### config.mk
export PLATFORM = sky130hd
export DESIGN_NAME = mem_arbiter
export DESIGN_NICKNAME = d
export VERILOG_FILES = /design/src/rtl/mem_arbiter.sv
export SDC_FILE = /design/constraint.sdc
export NUM_CORES = 1
export LEC_CHECK = 0
export CAP_MARGIN = 0
export CORE_MARGIN = 5
export CORE_UTILIZATION = 25
export DETAILED_ROUTE_END_ITERATION = 16
export PLACE_DENSITY = 0.58
export SYNTH_ARGS = -nofsm -noshare
export SYNTH_HDL_FRONTEND = slang
export SYNTH_SLANG_ARGS = --single-unit
### constraint.sdc
create_clock -name clk -period 2.8 [get_ports clk]
set_input_delay 0.56 -clock clk [delete_from_list [all_inputs] [get_ports clk]]
set_output_delay 0.56 -clock clk [all_outputs]
set_load 0.01 [all_outputs]
### src/rtl/mem_arbiter.sv
// mem_arbiter: round-robin arbiter between an instruction-cache refill port and
// a data-cache refill/write port, sharing one single-outstanding memory channel.
// Refills fetch LINE_WORDS consecutive words; writes move a single word.
module mem_arbiter #(
    parameter int ADDR_WIDTH = 32,
    parameter int DATA_WIDTH = 32,
    parameter int LINE_WORDS = 4
) (
    input  logic                    clk,
    input  logic                    rst,

    // instruction cache (refill only)
    input  logic                    i_req_valid,
    input  logic [ADDR_WIDTH-1:0]   i_req_addr,
    output logic                    i_req_ready,
    output logic                    i_resp_valid,
    output logic [DATA_WIDTH-1:0]   i_resp_data,
    output logic                    i_resp_last,

    // data cache (refill or single-word write)
    input  logic                    d_req_valid,
    input  logic                    d_req_write,
    input  logic [ADDR_WIDTH-1:0]   d_req_addr,
    input  logic [DATA_WIDTH-1:0]   d_req_wdata,
    input  logic [DATA_WIDTH/8-1:0] d_req_wstrb,
    output logic                    d_req_ready,
    output logic                    d_resp_valid,
    output logic [DATA_WIDTH-1:0]   d_resp_data,
    output logic                    d_resp_last,

    // memory channel
    output logic                    mem_req_valid,
    input  logic                    mem_req_ready,
    output logic                    mem_req_write,
    output logic [ADDR_WIDTH-1:0]   mem_req_addr,
    output logic [DATA_WIDTH-1:0]   mem_req_wdata,
    output logic [DATA_WIDTH/8-1:0] mem_req_wstrb,
    input  logic                    mem_resp_valid,
    input  logic [DATA_WIDTH-1:0]   mem_resp_data
);

    localparam int STRB_W     = DATA_WIDTH / 8;
    localparam int WORD_OFF_W = $clog2(STRB_W);
    localparam int LINE_OFF_W = $clog2(LINE_WORDS * STRB_W);
    localparam int BEAT_W     = $clog2(LINE_WORDS);
    localparam logic [BEAT_W-1:0] LAST_BEAT = BEAT_W'(LINE_WORDS - 1);

    typedef enum logic [1:0] {
        ST_IDLE  = 2'd0,
        ST_ISSUE = 2'd1,
        ST_WAIT  = 2'd2
    } state_t;

    state_t                  r_state;
    state_t                  w_state_nxt;
    logic [BEAT_W-1:0]       r_beat;
    logic                    r_last_grant_d;   // 1: dcache was granted most recently
    logic                    r_grant_d;        // owner of the current transaction
    logic                    r_write;
    logic [ADDR_WIDTH-1:0]   r_base;
    logic [DATA_WIDTH-1:0]   r_wdata;
    logic [STRB_W-1:0]       r_wstrb;

    logic                    w_grant_i;
    logic                    w_grant_d;
    logic                    w_cap_write;
    logic [ADDR_WIDTH-1:0]   w_cap_addr;
    logic [ADDR_WIDTH-1:0]   w_cap_base;
    logic                    w_resp_fire;
    logic                    w_resp_final;
    logic                    w_issue;

    // Clear the low off_w address bits (word or line alignment).
    function automatic logic [ADDR_WIDTH-1:0] f_align(input logic [ADDR_WIDTH-1:0] addr,
                                                      input int off_w);
        logic [ADDR_WIDTH-1:0] mask;
        mask = {ADDR_WIDTH{1'b1}} << off_w;
        return addr & mask;
    endfunction

    // Byte offset of a beat within the line.
    function automatic logic [ADDR_WIDTH-1:0] f_beat_offset(input logic [BEAT_W-1:0] beat);
        return ADDR_WIDTH'(beat) << WORD_OFF_W;
    endfunction

    // Round-robin grant, only offered while idle and out of reset.
    always_comb begin
        w_grant_i = 1'b0;
        w_grant_d = 1'b0;
        if (!rst && (r_state == ST_IDLE)) begin
            if (i_req_valid && d_req_valid) begin
                w_grant_i = r_last_grant_d;
                w_grant_d = !r_last_grant_d;
            end else begin
                w_grant_i = i_req_valid;
                w_grant_d = d_req_valid;
            end
        end else begin
            w_grant_i = 1'b0;
            w_grant_d = 1'b0;
        end
    end

    // Payload to capture on a grant; write targets a word, refill a whole line.
    always_comb begin
        w_cap_write = w_grant_d & d_req_write;
        w_cap_addr  = w_grant_d ? d_req_addr : i_req_addr;
        if (w_cap_write) begin
            w_cap_base = f_align(w_cap_addr, WORD_OFF_W);
        end else begin
            w_cap_base = f_align(w_cap_addr, LINE_OFF_W);
        end
    end

    // Memory-side event decode.
    always_comb begin
        w_issue      = !rst && (r_state == ST_ISSUE);
        w_resp_fire  = !rst && (r_state == ST_WAIT) && mem_resp_valid;
        w_resp_final = r_write || (r_beat == LAST_BEAT);
    end

    // Next-state logic; ready/resp outside their own state are ignored.
    always_comb begin
        w_state_nxt = r_state;
        case (r_state)
            ST_IDLE: begin
                if (w_grant_i || w_grant_d) begin
                    w_state_nxt = ST_ISSUE;
                end else begin
                    w_state_nxt = ST_IDLE;
                end
            end
            ST_ISSUE: begin
                if (mem_req_ready) begin
                    w_state_nxt = ST_WAIT;
                end else begin
                    w_state_nxt = ST_ISSUE;
                end
            end
            ST_WAIT: begin
                if (mem_resp_valid) begin
                    w_state_nxt = w_resp_final ? ST_IDLE : ST_ISSUE;
                end else begin
                    w_state_nxt = ST_WAIT;
                end
            end
            default: begin
                w_state_nxt = ST_IDLE;
            end
        endcase
    end

    // State register.
    always_ff @(posedge clk or posedge rst) begin
        if (rst) begin
            r_state <= ST_IDLE;
        end else begin
            r_state <= w_state_nxt;
        end
    end

    // Beat counter: restarts on each grant, advances per response, wraps at completion.
    always_ff @(posedge clk or posedge rst) begin
        if (rst) begin
            r_beat <= '0;
        end else if (w_grant_i || w_grant_d) begin
            r_beat <= '0;
        end else if (w_resp_fire) begin
            r_beat <= w_resp_final ? '0 : (r_beat + BEAT_W'(1));
        end else begin
            r_beat <= r_beat;
        end
    end

    // Round-robin history and captured request payload.
    always_ff @(posedge clk or posedge rst) begin
        if (rst) begin
            r_last_grant_d <= 1'b1;
            r_grant_d      <= 1'b0;
            r_write        <= 1'b0;
            r_base         <= '0;
            r_wdata        <= '0;
            r_wstrb        <= '0;
        end else if (w_grant_i || w_grant_d) begin
            r_last_grant_d <= w_grant_d;
            r_grant_d      <= w_grant_d;
            r_write        <= w_cap_write;
            r_base         <= w_cap_base;
            r_wdata        <= w_cap_write ? d_req_wdata : '0;
            r_wstrb        <= w_cap_write ? d_req_wstrb : '0;
        end else begin
            r_last_grant_d <= r_last_grant_d;
            r_grant_d      <= r_grant_d;
            r_write        <= r_write;
            r_base         <= r_base;
            r_wdata        <= r_wdata;
            r_wstrb        <= r_wstrb;
        end
    end

    // Requester handshakes and the memory request, all forced low during reset.
    always_comb begin
        i_req_ready   = w_grant_i;
        d_req_ready   = w_grant_d;
        mem_req_valid = w_issue;
        if (w_issue) begin
            mem_req_write = r_write;
            mem_req_addr  = r_base + f_beat_offset(r_beat);
            mem_req_wdata = r_wdata;
            mem_req_wstrb = r_wstrb;
        end else begin
            mem_req_write = 1'b0;
            mem_req_addr  = '0;
            mem_req_wdata = '0;
            mem_req_wstrb = '0;
        end
    end

    // Response steering: memory data passes straight through to the owner.
    always_comb begin
        i_resp_valid = w_resp_fire && !r_grant_d;
        d_resp_valid = w_resp_fire && r_grant_d;
        i_resp_last  = i_resp_valid && w_resp_final;
        d_resp_last  = d_resp_valid && w_resp_final;
        if (i_resp_valid) begin
            i_resp_data = mem_resp_data;
        end else begin
            i_resp_data = '0;
        end
        if (d_resp_valid) begin
            d_resp_data = mem_resp_data;
        end else begin
            d_resp_data = '0;
        end
    end

endmodule
# [After elaboration in Yosys (flattened, before gate mapping)]
# Cells that the tools add are included.
[word_totals] inputBits=139 wordCells=52 out_inout_bits=140 reg_bits=75
[op_classes] n_reduce_logical=16 bitwise=1 n_eq_ne=3 n_addsub=2 mux=22
[op_table] op="2-to-1 mux 32 bit" count=6
[op_table] op="adder 32 x 4 -> 32 bit" count=1
[op_table] op="2-to-1 mux 4 bit" count=3
[op_table] op="2-to-1 mux 2 bit" count=5
[op_table] op="logical AND 1 bit" count=9
[op_table] op="2-to-1 mux 1 bit" count=7
[op_table] op="one-hot mux 2 bit (3 select lines)" count=1
[op_table] op="equality test 2 bit (second input constant)" count=2
[op_table] op="logical NOT 1 bit" count=3
[op_table] op="adder 2 x 1 -> 2 bit (second input constant)" count=1
[op_table] op="equality test 2 x 1 -> 1 bit (second input constant)" count=1
[op_table] op="logical NOT 2 bit" count=1
[op_table] op="logical OR 1 bit" count=2
[op_table] op="nonzero test 2 bit" count=1
[op_table] op="bitwise AND 1 bit" count=1

# [Depth between registers and ports, before layout]
[depth] word_depth=6 mapped_depth=7 mapped_depth_nobuf=6

# [Least setup slack after synthesis]
# Ideal clock, no wire load.
[synth_timing] path_kind="flip-flop to output port" start="register r_beat[1]" end="output mem_req_addr[31]" n_path_buf=0 path_stages_with_launch=6 t_required_ps=2240 arrival_ps=2051 setup_slack_ps=189 cell_sequence="dfrtp_1 ha_1 a21oi_1 or4_1 or4_1 a21oi_1"
[synth_via] elab_chain_cells=2
[synth_rtl] element="start: declaration" line_no="56" source="logic [BEAT_W-1:0] r_beat;"
[synth_rtl] element="start signal: assignment" line_no="169" source="r_beat <= w_resp_final ? '0 : (r_beat + BEAT_W'(1));"
[synth_rtl] element="start signal: assignment" line_no="171" source="r_beat <= r_beat;"
[synth_rtl] element="adder 32 x 4 -> 32 bit" line_no="208" source="mem_req_addr = r_base + f_beat_offset(r_beat);"
[synth_rtl] element="2-to-1 mux 32 bit" line_no="206" source="if (w_issue) begin"
[synth_rtl] element="end: declaration" line_no="35" source="output logic [ADDR_WIDTH-1:0] mem_req_addr,"
# Every way passes these cells.

# [Final worst setup path]
[layout_timing] start="register r_base[8]" end="output mem_req_addr[26]"
[layout_via] elab_chain_cells=2
[layout_rtl] element="start: declaration" line_no="60" source="logic [ADDR_WIDTH-1:0] r_base;"
[layout_rtl] element="start signal: assignment" line_no="188" source="r_base <= w_cap_base;"
[layout_rtl] element="start signal: assignment" line_no="195" source="r_base <= r_base;"
[layout_rtl] element="adder 32 x 4 -> 32 bit" line_no="208"
[layout_rtl] element="2-to-1 mux 32 bit" line_no="206"
# Every way passes these cells.

==> metrics.md <==
| Metric | Value |
|---|---|
| Status | `complete, but fails checks` |
| Failing checks | `setup timing` |
| GR Util met3 | `5.09%` |
| Combinational Power Share | `44.7%` |
| Avg Vias per Cell | `4.74` |
| Simple-gate share of the synthesized area | `29.0%` |
| Req. time, crit path | `2240 ps` |
| Max Slew Vio Count | `0` |
| Worst flop-to-flop path startpoint | `r_state[0]$_DFF_PP0_` |
| Htree depth | `3` |
| HPWL after DPL | `13.2 mm` |
| Post-Syn Area | `4480 µm²` |
| CTS tree | `done` |
| Cts bufs inserted | `9` |
| Share of the synthesized area in the top cell type | `40.2%` |
| Wire length per cell | `17.3 µm` |
| Sequential Power Share | `about a third` |
| Pin count of the biggest net entering global routing | `41` |
| Adder-cell area share of the yosys netlist | `1.29%` |
| Mapped Cells | `501` |
| Final Wtd Congestion | `0.832` |
| Worst R2R Path Depth | `6` |
| Antenna Violating Nets Remaining | `0` |
| Sequential share of the synthesized area | `40.8%` |
| Fmax | `0.342 GHz` |
| Die Ht | `around 140 µm` |
| Clock Sinks | `73` |
| Number of DRC markers in iteration 0 | `between 150 and 200` |
| Compound-Gate Fraction of Synth Area | `between 15 and 20%` |
| Hold depth | `2` |
| Post-synth EDFFs | `0` |
| DR vias | `5010` |
| Int Pwr | `3400 µW` |
| Fin worst setup slack | `-124 ps` |
| Maxcap violations | `0` |
| Clock Latency Late Sink | `330 ps` |
| Core Region | `about 18000 µm²` |
| Worst-path clk slew | `60 ps` |
| Area contributors post-synth | `dfrtp_1 40%, and2_1 10%, a22o_1 7.4%, mux2i_1 6.5%, and3_1 4.9%` |
| Initial antenna violation count | `1` |
| Cell taking the most area after synthesis | `dfrtp_1` |
| Die W | `about 140 µm` |
| Final Setup Violations | `14` |
| Worst slew pin tran | `around 730 ps` |
| Max FO, Critical Path | `5` |
| Switch Pwr | `about 2000 µW` |
| Total grt overflow | `0` |
| Clock Tree Buf Depth | `2` |
| Setup CP Type | `register to primary output` |
| Pwr dens | `654 nW/µm²` |
| Min Tclk post-route | `2920 ps` |
| Met2 Resource Use GR | `29.0%` |
| Total GRT Usage | `16.8%` |
| Syn_area_per_cell | `8.94 µm²` |
| Top_reg_cell synth | `dfrtp_1` |
| Place WS | `-306 ps` |
| Peak supply drop | `roughly 0.32 mV` |
| Relative slew slack | `a little over 50%` |
| Fillers | `between 1500 and 2000` |
| Unique masters post-synth | `37` |
| Initial Utilization | `25.2%` |
| Drt pass-1 iters | `4` |
| Final Hold Vio Count | `0` |
| Synth Register Bits | `73` |
| Ys async rst share | `100%` |
| Nets@finish | `between 900 and 1000` |
| Worst r2r dst | `r_base[9]$_DFFE_PP0N_` |
| PortBufs | `270` |
| Syn-to-layout area delta | `83.1%` |
| Die area | `a little over 20000 µm²` |
| Sw frac | `a little over a third` |
| ANT cells | `0` |
| Fin crit share | `104%` |
| Hold Crit Class | `register to register` |
| Drc violations | `0` |
| I/O pins | `279` |
| Post-Synth XOR/XNOR Area | `2.35%` |
| Arr. time, crit path | `2360 ps` |
| Root Driver | `clkbuf_16` |
| Worst Hold End | `r_last_grant_d$_DFFE_PP1N_` |
| Critical hold path startpoint | `r_last_grant_d$_DFFE_PP1N_` |
| Setup TNS | `-888 ps` |
| Most Crowded Layer GR | `met2` |
| Global-route wire length before repair | `27.5 mm` |
| Routed wire length | `18.2 mm` |
| R2r setup slk | `between 700 and 800 ps` |
| # hold bufs at CTS | `0` |
| Clk_skew | `6.90 ps` |
| Largest family of logic cells by synthesized area | `simple AND/OR/NAND/NOR gates` |
| Synth warn | `0` |
| Met1 usage | `between 20% and 30%` |
| Rows | `49` |
| Mux cell area share after synthesis | `6.48%` |
| RSZ-0062 raised after global routing | `yes` |
| Vias in the first global route | `5209` |
| Power share of the clock group | `between 20% and 30%` |
| Layout cell share with drive strength beyond 1 | `27.0%` |
| Startpoint Class | `register` |
| Worst setup EP type | `primary output` |
| Leak | `0.00421 µW` |
==> worst max-delay path, cell delays in order (launching register included) <==
cell and delay, ps:
dfrtp_1 350, nand4_1 170, buf_4 200, or4_4 530, or4_4 500, a21oi_2 140, buf_2 140
==> metrics by stage <==
stage                     utilization [%]  cell area (µm²)  cells  hold slack (ps)  power [µW]
final                                46.1             8200   1056              465        5360
after global placement               44.1             7850   1020              453        4030
after floorplan                         -             4480    502              444        2850
after global routing                 46.1             8200   1056              514        5770
after CTS                            46.1             8190   1044              467        5330
after detailed placement             44.1             7850   1020              460        4090
==> power groups by stage <==
stage                     combinational, µW  sequential, µW  clock (µW)
final                                  2400            1800        1170
after global routing                   2660            1850        1250
after CTS                              2350            1780        1210
after detailed placement               2330            1760           0
after global placement                 2280            1760           0
after floorplan                        1060            1790           0
==> how the worst max path moves through the flow <==
stage / endpoint / cells after the start / start
after floorplan: mem_req_addr[31] / 5 / r_beat[1]$_DFFE_PP0P_
after global placement: mem_req_addr[31] / 6 / r_beat[1]$_DFFE_PP0P_
after detailed placement: mem_req_addr[31] / 6 / r_beat[1]$_DFFE_PP0P_
after CTS: mem_req_addr[29] / 6 / r_base[10]$_DFFE_PP0N_
after global routing: mem_req_addr[26] / 6 / r_base[8]$_DFFE_PP0N_
final: mem_req_addr[26] / 6 / r_base[8]$_DFFE_PP0N_
==> layer usage <==
layer / vias up / wire length [µm] / part of all wire, %
met1: 2364 / 7530 / 41
met5: - / 13 / 0.071
met4: 2 / 327 / 1.8
li1: 2428 / - / -
met3: 25 / 1390 / 7.6
met2: 191 / 8960 / 49
==> synthesized netlist by cell type (all sizes together), types with 11 or more instances <==
library cell,count
dfrtp,72
nand2,49
o21ai,35
o31ai,11
a22o,38
or4,14
clkbuf,30
a21oi,19
nor2,18
and3,35
mux2i,29
and2,73
==> cell type report <==
cell class,count,area (µm²),share of cell area [%]
inverter,5,20.0,0.244
multi-input combinational,386,2750,33.6
clock inverter,4,53.8,0.656
tap,229,287,3.50
clock buffer,11,243,2.96
timing repair buffer,348,3010,36.8
sequential,73,1830,22.3
==> layout by cell type (no fill, tap or decap), drive strengths merged, types with 3 or more instances in the layout <==
cell type,synthesis,layout
and4,4,4
and3,35,35
xor2,8,8
nand2b,3,3
o21ai,35,35
mux2i,29,29
dlymetal6s2s,0,3
or3,6,6
nand3,10,10
nor3,6,6
o31ai,11,11
xnor2,4,4
dfrtp,72,72
clkdlybuf4s50,0,131
nor2,18,18
nand2,49,49
buf,10,95
a21oi,19,19
or4,14,16
nand4,9,9
clkbuf,30,69
a22o,38,38
inv,5,4
and2,73,73
ha,3,3
dlygate4sd2,0,58
==> cells by family after synthesis <==
group,after synthesis
other,1
AO/OA/AOI/OAI,106
adder cells (fa/ha/maj),4
XOR/XNOR,12
AND/OR/NAND/NOR,231
multiplexers,29
flip-flops,73
buffers and inverters,45
==> registers in the layout, summed over array words and instances, names as in the netlist <==
name	count
r_wstrb	4
r_wdata	32
r_write	1
r_last_grant_d	1
r_state	2
r_grant_d	1
r_beat	2
r_base	30
==> repair_timing <==
item / CTS / global route
resized for setup: 233 / 143
gates cloned: 3 / 3
buffers inserted: 6 / 9
pin swaps: 14 / 20
setup endpoints to repair: 135 / 90
endpoints found under the hold margin: 0 / 0
(Power assumes the default switching activity.)
==> variant (same settings) <==
Change the parameter `LINE_WORDS` from 4 to 8.
--- a/src/rtl/mem_arbiter.sv
+++ b/src/rtl/mem_arbiter.sv
@@ -4,7 +4,7 @@
 module mem_arbiter #(
     parameter int ADDR_WIDTH = 32,
     parameter int DATA_WIDTH = 32,
-    parameter int LINE_WORDS = 4
+    parameter int LINE_WORDS = 8
 ) (
     input  logic                    clk,
     input  logic                    rst,
Formal check against the unedited RTL: not equivalent (a bounded check fails within 4 cycles, from zero or initial values and one cycle with rst high).
==> variant against the unedited design <==
The run still ends with negative setup slack left; worst setup slack worse by 0.15 ns; largest cell class unchanged; area after synthesis up 2.3%; wire length is 1.5% higher; maximum frequency is 5.0% lower; sequential cell count up 1; power is 0.70% lower; design area up 2.3%; critical path type unchanged; clock skew increased by 0.00051 ns; core utilization up 0.40 points.
==> variant: results <==
group,metric,value,unit
synth,netlist_top_cells_area,"dfrtp_1 (40%), and2_1 (10%), a22o_1 (7.5%), mux2i_1 (6.1%), and3_1 (4.9%)",
layout,n_fill_cell,1774,
synth,synth.avg_cell_area,8.94,um^2
drt,wl_per_cell,17.4,um
global_routing,grt_max_degree,98,
power_and_ir_drop,vdd_drop_max,0.415,mV
worst_setup_path,crit_path_max_incr_delay,0.51,ns
worst_setup_path,ff2ff_path_depth,8,
drt,wl_met2,9.03,mm
global_routing,use_met3,6.70,%
worst_setup_path,critPathMaxFanout,8,
timing,setup_viol,16,
timing,tightest_slew,0.627,ns
timing,setup_ws,-0.278,ns
outcome,violations,"negative setup slack",
synth,synth_cell_types,49,
worst_setup_path,rr_startpoint,"r_state[1]$_DFF_PP0_",
global_routing,first_global_vias,5432,
place,gp_congestion,0.841,
outcome,outcome,"complete, but fails checks",
place,place_inst,1035,
place,dp_slack,-0.446,ns
drt,drt-met1-wl,7.58,mm
power_and_ir_drop,p_leak,4.31,nW
layout,finalNonFillerCells,1065,
synth,synthTopCellsByCount,"and2_1 (73), dfrtp_1 (73), nand2_1 (44), o21ai_0 (41), a22o_1 (39)",
worst_setup_path,arrival,2.52,ns
worst_setup_path,r2r_slack,0.90,ns
global_routing,antenna_found_initial,3,
drt,wl_met3,1.46,mm
worst_setup_path,cp_num_cells,9,
place,port_buffers,269,
global_routing,grt_first_pass_wirelength,29.8,mm
place,dp_hpwl,13.7,mm
## variant: changes by cell type after synthesis, sizes merged, moves of 5 or more
cell | before | now
or3 | 6 | 13
or4 | 14 | 6
o31ai | 11 | 5
o21ai | 35 | 42
nand2 | 49 | 44
inv | 5 | 11
nor2 | 18 | 9
## variant: power by group
group	internal, mW	leakage [nW]	switching (mW)	total [mW]
Combinational	1.20	3.21	1.16	2.35
Sequential	1.50	0.962	0.316	1.81
Clock	0.691	0.139	0.465	1.16
Total	3.39	4.31	1.94	5.33
## variant: layout make-up
cell class,instances,share of cell area [%]
clock buffers,10,2.73
clock inverters,6,0.806
inverters,11,0.627
multi-input cells,385,32.5
flip-flops and latches,74,22.1
well taps,229,3.42
repair buffers,350,37.8
## variant: cells by family after synthesis
| family | synth area share [%] |
|---|---|
| AO/OA/AOI/OAI | 18.1 |
| XOR/XNOR | 1.15 |
| adder cells (fa/ha/maj) | 1.80 |
| buffers and inverters | 4.86 |
| flip-flops | 40.5 |
| multiplexers | 6.12 |
| other | 0.0819 |
| AND/OR/NAND/NOR | 27.4 |
## variant: through the flow
| stage | setup TNS (ns) | area [um^2] | hold slack [ns] | power [mW] |
|---|---|---|---|---|
| 3_5_place_dp | -30.32 | 8000 | 0.474 | 4.10 |
| 3_3_place_gp | -28.57 | 8000 | 0.458 | 4.05 |
| 4_1_cts | -3.48 | 8350 | 0.483 | 5.34 |
| 5_1_grt | -4.74 | 8380 | 0.510 | 5.74 |
| 2_1_floorplan | -12.50 | 4610 | 0.444 | 2.86 |
| 6_report | -2.90 | 8380 | 0.484 | 5.33 |
## variant: repair_timing
item	in CTS	in global routing
endpoints found under the hold margin	0	0
gates cloned	3	0
hold buffers	0	0
resized for setup	234	72
setup buffers	3	10
endpoints found under the setup margin	136	57
pin swaps	14	19
